**src/rtl/uart_tx_responder.sv**
```systemverilog
// uart_tx_responder: memory-mapped 8N1 UART transmitter with TX FIFO, CSR and debug taps
// Ports: clk/rst (async active-low) | wen, ren, addr (0=DATA, 1=CSR), wdata: bus store/load strobes
//        rdata: registered load data | uart_tx: serial line, idle high
//        uart_io_reg: last byte accepted into DATA | uart_csr_reg: live CSR value
module uart_tx_responder #(
   parameter int FIFO_DEPTH  = 8,
   parameter int DEFAULT_DIV = 434
) (
   input  logic        clk,
   input  logic        rst,
   input  logic        wen,
   input  logic        ren,
   input  logic        addr,
   input  logic [31:0] wdata,
   output logic [31:0] rdata,
   output logic        uart_tx,
   output logic [31:0] uart_io_reg,
   output logic [31:0] uart_csr_reg
);
   localparam int AW = $clog2(FIFO_DEPTH);
   typedef enum logic [1:0] {IDLE, START, DATA, STOP} state_t;
   state_t state, state_n;
   logic [7:0] mem [FIFO_DEPTH];
   logic [AW-1:0] wr_ptr, rd_ptr;
   logic [AW:0] count;
   logic [15:0] div, div_l, div_l_n, baud_cnt, baud_n;
   logic [7:0] shift, shift_n;
   logic [2:0] bit_idx, bit_idx_n;
   logic ovf, full, empty, push, pop, bit_end, tx_n;
   logic unused_wdata;
   assign unused_wdata = ^wdata[15:8];
   assign full  = count == (AW+1)'(FIFO_DEPTH);
   assign empty = count == '0;
   // fullness is judged before this cycle's pop, so a push at full is always dropped
   assign push  = wen && !addr && !full;
   assign pop   = state == IDLE && !empty;
   assign bit_end = baud_cnt == div_l - 16'd1;
   assign uart_csr_reg = {div, 8'(count), 4'b0, ovf, empty, full, state != IDLE};
   always_comb begin
      state_n   = state;
      shift_n   = shift;
      bit_idx_n = bit_idx;
      div_l_n   = div_l;
      baud_n    = bit_end ? 16'd0 : baud_cnt + 16'd1;
      unique case (state)
         IDLE: begin
            baud_n = 16'd0;
            if (pop) begin
               state_n = START;
               shift_n = mem[rd_ptr];
               div_l_n = div == 16'd0 ? 16'd1 : div;
            end
         end
         START: if (bit_end) begin
            state_n   = DATA;
            bit_idx_n = 3'd0;
         end
         DATA: if (bit_end) begin
            shift_n   = shift >> 1;
            bit_idx_n = bit_idx + 3'd1;
            state_n   = bit_idx == 3'd7 ? STOP : DATA;
         end
         STOP: if (bit_end) state_n = IDLE;
         default: state_n = IDLE;
      endcase
      // line level is registered from the next state so it changes together with state
      tx_n = state_n == START ? 1'b0 : state_n == DATA ? shift_n[0] : 1'b1;
   end
   always_ff @(posedge clk) if (push) mem[wr_ptr] <= wdata[7:0];
   always_ff @(posedge clk or negedge rst) begin
      if (!rst) begin
         state       <= IDLE;
         shift       <= '0;
         bit_idx     <= '0;
         div_l       <= 16'(DEFAULT_DIV);
         baud_cnt    <= '0;
         uart_tx     <= 1'b1;
         wr_ptr      <= '0;
         rd_ptr      <= '0;
         count       <= '0;
         ovf         <= 1'b0;
         div         <= 16'(DEFAULT_DIV);
         uart_io_reg <= '0;
         rdata       <= '0;
      end else begin
         state    <= state_n;
         shift    <= shift_n;
         bit_idx  <= bit_idx_n;
         div_l    <= div_l_n;
         baud_cnt <= baud_n;
         uart_tx  <= tx_n;
         wr_ptr   <= push ? wr_ptr + AW'(1) : wr_ptr;
         rd_ptr   <= pop ? rd_ptr + AW'(1) : rd_ptr;
         count    <= count + (AW+1)'(push) - (AW+1)'(pop);
         if (push) uart_io_reg <= {24'b0, wdata[7:0]};
         if (wen && addr) div <= wdata[31:16];
         // an overflow set takes priority over a same-cycle clear
         if (wen && !addr && full) ovf <= 1'b1;
         else if (wen && addr && wdata[3]) ovf <= 1'b0;
         if (ren) rdata <= addr ? uart_csr_reg : uart_io_reg;
      end
   end
endmodule

```
**config.mk**
```make
export PLATFORM = sky130hd
export DESIGN_NAME = uart_tx_responder
export DESIGN_NICKNAME = d
export VERILOG_FILES = /design/src/rtl/uart_tx_responder.sv
export SDC_FILE = /design/constraint.sdc
export NUM_CORES = 1
export LEC_CHECK = 0
export ABC_AREA = 1
export BUFFER_PORTS_ARGS = -buffer_cell sky130_fd_sc_hd__buf_4
export CORE_ASPECT_RATIO = 0.8
export CORE_UTILIZATION = 35
export CTS_CLUSTER_DIAMETER = 40
export DETAILED_ROUTE_END_ITERATION = 10
export PLACE_DENSITY = 0.54
export REMOVE_ABC_BUFFERS = 1
export SLEW_MARGIN = 0
export SYNTH_ARGS = -nofsm -noshare
export SYNTH_HDL_FRONTEND = slang
export SYNTH_SLANG_ARGS = --single-unit
```
**constraint.sdc**
```tcl
create_clock -name clk -period 6.7 [get_ports clk]
set_input_delay 2.01 -clock clk [delete_from_list [all_inputs] [get_ports clk]]
set_output_delay 2.01 -clock clk [all_outputs]
set_load 0.02 [all_outputs]
```
### Word-level counts from Yosys, hierarchy flattened

Memory sizes are Yosys's and may differ from the RTL's.
Cells that the tools add are included.

* add/sub/neg operators: 7
* equality and inequality tests: 11
* muxes and demuxes: 22
* reductions and logical operators: 19

Operator list (count)
* $mux 16: 3
* $mux 32: 1
* $add 16x1->16 const B: 1
* $eq 16x16->1: 1
* $logic_not 16->1: 1
* $mux 8: 2
* $pmux 8 s2: 1
* $sub 16x1->16 const B: 1
* $add 3x1->3 const B: 3
* $mux 2: 4
* $pmux 2 s4: 1
* $reduce_bool 2->1: 4
* $mux 1: 7
* $eq 2x2->1 const B: 3
* $logic_and 1x1->1: 6
* $mux 3: 2
* $ne 2x2->1 const B: 3
* $pmux 3 s2: 1
* $reduce_and 3->1: 2
* $add 4x1->4: 1
* $eq 2x1->1 const B: 2
* $eq 4x4->1 const B: 1
* $logic_not 4->1: 1
* $sub 4x1->4: 1
* other kinds (4): 6

* register bits after elaboration: 113
* memory bits (writable): 64
* input port bits: 37
* output and inout port bits: 97
* word-level logic and storage cells: 74
* memories: 1

Memories
* mem: depth 8, bits a word 8, rd ports 1, clocked after Yosys merged registers in 0, write ports 1, RTL line 23 `logic [7:0] mem [FIFO_DEPTH];`

### Logic depth before layout (Yosys ltp)

* depth after elaboration: 8
* mapped depth: 18
* mapped depth without buffers: 18

### Least setup slack after synthesis

OpenSTA, ideal clock, no wires.

* path kind: input to register
* start: input port wen
* end: register count[2]
* library setup time: 123 ps
* data arrival time: 3447 ps
* data required time: 6577 ps
* slack: 3131 ps
* cell stages on the path: 10
* path buffers: 1
* cells stage by stage: inv_1 > nor2_1 > nand2_1 > clkbuf_1 > ha_1 > inv_1 > ha_1 > inv_1 > fa_1 > xnor2_1

* longest elaborated chain between the ends: 4

RTL lines
* from (decl): RTL line 11 `input logic wen,`
* $logic_and 1x1->1 (2 in series): RTL line 35 `assign push = wen && !addr && !full;`
* $add 4x1->4: RTL line 94 `count <= count + (AW+1)'(push) - (AW+1)'(pop);`
* $sub 4x1->4: RTL line 94
* to (signal assigned): RTL line 94
* to (decl): RTL line 25 `logic [AW:0] count;`

Every way passes these cells.
A chain may end at the register's enable or synchronous reset.

### Final worst setup path

* start: register state[0]
* end: output port uart_csr_reg[0]

* longest elaborated chain between the ends: 1

RTL lines
* from (decl): RTL line 22 `state_t state, state_n;`
* from (signal assigned): RTL line 86 `state <= state_n;`
* $reduce_bool 2->1: RTL line 38 `assign uart_csr_reg = {div, 8'(count), 4'b0, ovf, empty, full, state != IDLE};`
* to (decl): RTL line 18 `output logic [31:0] uart_csr_reg`

Every way passes these cells.

==> results.txt <==
The root buffer cell is clkbuf_16. The detailed placement HPWL is 13.6 mm. After the first detailed-routing iteration, the DRC count stood at 398. The first detailed-routing pass took 6 iterations. The area enclosed by the die boundary came out at 23800 um^2. In this run the critical register-to-register path is captured at mem[3][4]$_DFFE_PP_. The level count of the clock H-tree came out at 4.

Counting flops with a built-in enable in the synthesized netlist gives 64. The critical path goes through nor2_1 > inv_2 > buf_4. The worst setup path is of the flop to primary output kind. Pin placement for this block handled 134 I/O pins. The length in cells of the worst reg-to-reg path came out at 7.

The total internal power came out at 0.00192 W. Counting both buffers and inverters, the worst setup path holds a total of 2. Counting flops and latches in the post-synthesis netlist gives 173. The startpoint identified for the worst register-to-register timing path is count[2]$_DFF_PN0_. Setup repair after global routing left no endpoint under its margin. The category of cells accounting for the largest share of critical-path delay is simple AND/OR/NAND/NOR gates. The mean instance size in the synthesized netlist came out at 9.45 um^2. The library cell used most frequently in the layout, excluding fill and tap cells, is nand2_1.

The total design power is 0.00277 W. The accumulated negative setup slack is 0 ps. The number of placed cells counting well taps is 1228. Summed over all layers, the routed wires come to 19.5 mm. Max-cap violations in this run came to 0. The number of buffers created by CTS is 17.

Along the worst path, the maximum fanout reaches 14. The number of buffers on the longest clock path is 2. For the worst setup path, the data arrival time is 2040 ps. The beginning of the critical path is state[0]$_DFF_PN0_. The post-layout utilization of the core came out at 42.1%. For this run, the slowest stage of the critical path takes 610 ps. mem holds more flip-flops than any other register.

For flop-to-flop paths, the worst setup slack is 3910 ps. The tree built by TritonCTS fans out to 173 sinks. The number of buffers added to fix hold violations after cts came out at 0.

The overall routing resource usage is 17.4%. For this run, design rule violations remaining after detail routing come to 0. The global-route wire length before repair came out at 31.2 mm.

The highest attainable clock frequency came out at 0.247 GHz. The via count of the routed design is 5920. The number of endpoints with negative hold slack in the final report came out at 0.

The layout has 2225 filler cells. The post-route netlist has 17.3% of its cells at a drive strength greater than 1. The worst clock skew on the final layout came out at 8.54 ps. The clock-pin transition on the worst setup and hold timing paths is 70 ps. The final net count came out at 991. The total stage count of the critical path is 3. The max-slew violation count came to 0. The sequential area share after synthesis is 57.4%. Across the VDD grid, the largest voltage drop is 0.164 mV. STA classifies the critical path endpoint as a primary output. The Yosys warning count is 0. The final critical delay including setup and external delays came out at 4050 ps. The worst pin sits at a relative slew slack of 23.1%. The later-pin clock latency in the skew report is 440 ps. From bottom edge to top edge, the die measures 138 um. The number of antenna violations at the first check in global routing came out at 0. The row count came out at 49.

The final setup violation count came out at 0. Combinational logic is responsible for 16.9% of the overall power. The sequential share of power came out at 46.8%. STA classifies the critical path startpoint as a flop.

The netlist area before placement came out at 8120 um^2. The static leakage came out at 4.30 nW. The analysis attributes to net switching a power of 0.000847 W. Input and output buffers added on the ports amount to 89. The number of antenna-violating nets in the routed design came out at 0. The netlist uses 43 different library cells. 0 antenna diodes ended up in the layout. The total power density per cell area came out at 290 nW/um^2. Once the clock tree was built, the setup fixing pass inserted 0 buffers. The critical path data required time came out at 4690 ps. The slowest stage of the critical path is the nor2_1 cell. From synthesis to final layout, the design area changed by 17.4%. Leaving out fill and tap cells, the most frequent cells in the layout are 178 x nand2_1, 98 x dfrtp_1, 95 x nor2_1. The predominant post-synthesis flop cell is dfrtp_1.

TritonCTS built the clock tree. For this run the aggregate overflow at the end of global routing stands at 0. At the pin with the least slew margin, the transition time is 1150 ps. The cell count after synthesis came out at 859. In the final layout, the registers with the most flip-flops are mem x64, rdata x28.

The flow ran to the end, and the final reports show no timing, DRC or antenna violations. The placer's final routability congestion estimate is 0.840. The register with the most flip-flops in the layout has 64 of them.

The largest net degree at the start of global routing came out at 58. The post-CTS resize count is 0. Following the worst setup path forward leads to its endpoint at uart_csr_reg[0]. Once layout is complete, the cells apart from fillers number 1260.

After synthesis, the share of flip-flops with an asynchronous set or reset is 63.0%. The via count of the first global-routing pass is 5488. The horizontal die dimension came out at 172 um. In this run switching power makes up 30.6% of total power. The clock network burns 36.4% of the power. For this configuration, the core starts out at a cell density of 35.9%. The post-route clock period utilization came out at 60.4%. The per-cell routed wire length came out at 15.5 um. In this run the standard cell core region covers 22600 um^2. In the routed layout, each cell is associated on average with a via count of 4.70. The tightest min-delay check is of the flop to flop type.
[cell type report]
type | count | area (um^2) | share of cell area [%]
clock inverters | 14 | 170 | 1.79
repair buffers | 92 | 691 | 7.25
well taps | 306 | 383 | 4.02
multi-input cells | 566 | 2850 | 29.9
flip-flops and latches | 173 | 4660 | 48.9
clock buffers | 18 | 429 | 4.50
inverters | 91 | 347 | 3.64
[power by group through the flow]
stage	Clock [W]	Sequential, W	Combinational (W)
2_1_floorplan	0	0.00137	0.000189
3_3_place_gp	0	0.00131	0.000464
3_5_place_dp	0	0.00131	0.000472
4_1_cts	0.00103	0.00129	0.000472
5_1_grt	0.00107	0.00131	0.000518
6_report	0.00101	0.00129	0.000466
[worst min-delay path by stage]
stage / from / endpoint / slack, ps / cells past startpoint
finish: bit_idx[0]$_DFFE_PN0P_ / bit_idx[0]$_DFFE_PN0P_ / 480 / 1
global route: rdata[25]$_DFFE_PN0P_ / rdata[25]$_DFFE_PN0P_ / 520 / 2
CTS: bit_idx[0]$_DFFE_PN0P_ / bit_idx[0]$_DFFE_PN0P_ / 490 / 1
detailed placement: shift[5]$_DFFE_PN0P_ / shift[5]$_DFFE_PN0P_ / 480 / 2
global placement: shift[5]$_DFFE_PN0P_ / shift[5]$_DFFE_PN0P_ / 470 / 2
floorplan: shift[2]$_DFFE_PN0P_ / shift[2]$_DFFE_PN0P_ / 450 / 2
[layer usage]
metal	part of all wire [%]	up-vias	GRT usage (%)
met5	0	-	0
met4	0.95	0	4.56
met3	4.2	14	4.01
met2	41	135	22.7
met1	54	2844	28.4
li1	-	2927	-
[stage by stage]
| step | worst slack, ps | hold WS (ps) | cell area [um^2] |
|---|---|---|---|
| finish | 2650 | 483 | 9530 |
| detailed placement | 2290 | 475 | 8930 |
| CTS | 2660 | 486 | 9530 |
| global placement | 2370 | 468 | 8930 |
| global route | 2570 | 524 | 9530 |
| floorplan | 3180 | 452 | 7860 |
[cell families (layout without fill, tap and decap cells)]
family	count (synthesis)	after routing	synth area share, %
xor+xnor	20	20	2.16
buf+inv	155	215	9.12
flops	173	173	57.4
compound gates	127	127	8.95
fa+ha+maj	13	13	2.10
other cells	1	36	0.0462
simple gates	369	369	20.1
mux	1	1	0.123
[synth_stat cells (4+ instances only)]
library cell	n	area [um^2]
a21oi_1	20	100
a22o_1	4	35.0
buf_4	40	300
clkbuf_1	21	78.8
dfrtp_1	98	2450
dfstp_2	11	289
edfxtp_1	64	1920
ha_1	12	150
inv_1	82	308
inv_2	7	26.3
nand2_1	178	668
nand2_2	4	25.0
nand3_1	45	225
nand4_1	10	62.6
nor2_1	96	360
nor2_2	5	31.3
nor2_4	6	67.6
nor3_1	6	30.0
nor4_1	4	25.0
o211ai_1	5	37.5
o21ai_0	77	385
o221ai_1	15	131
xnor2_1	11	96.3
xor2_1	9	78.8
(Power assumes the default switching activity.)
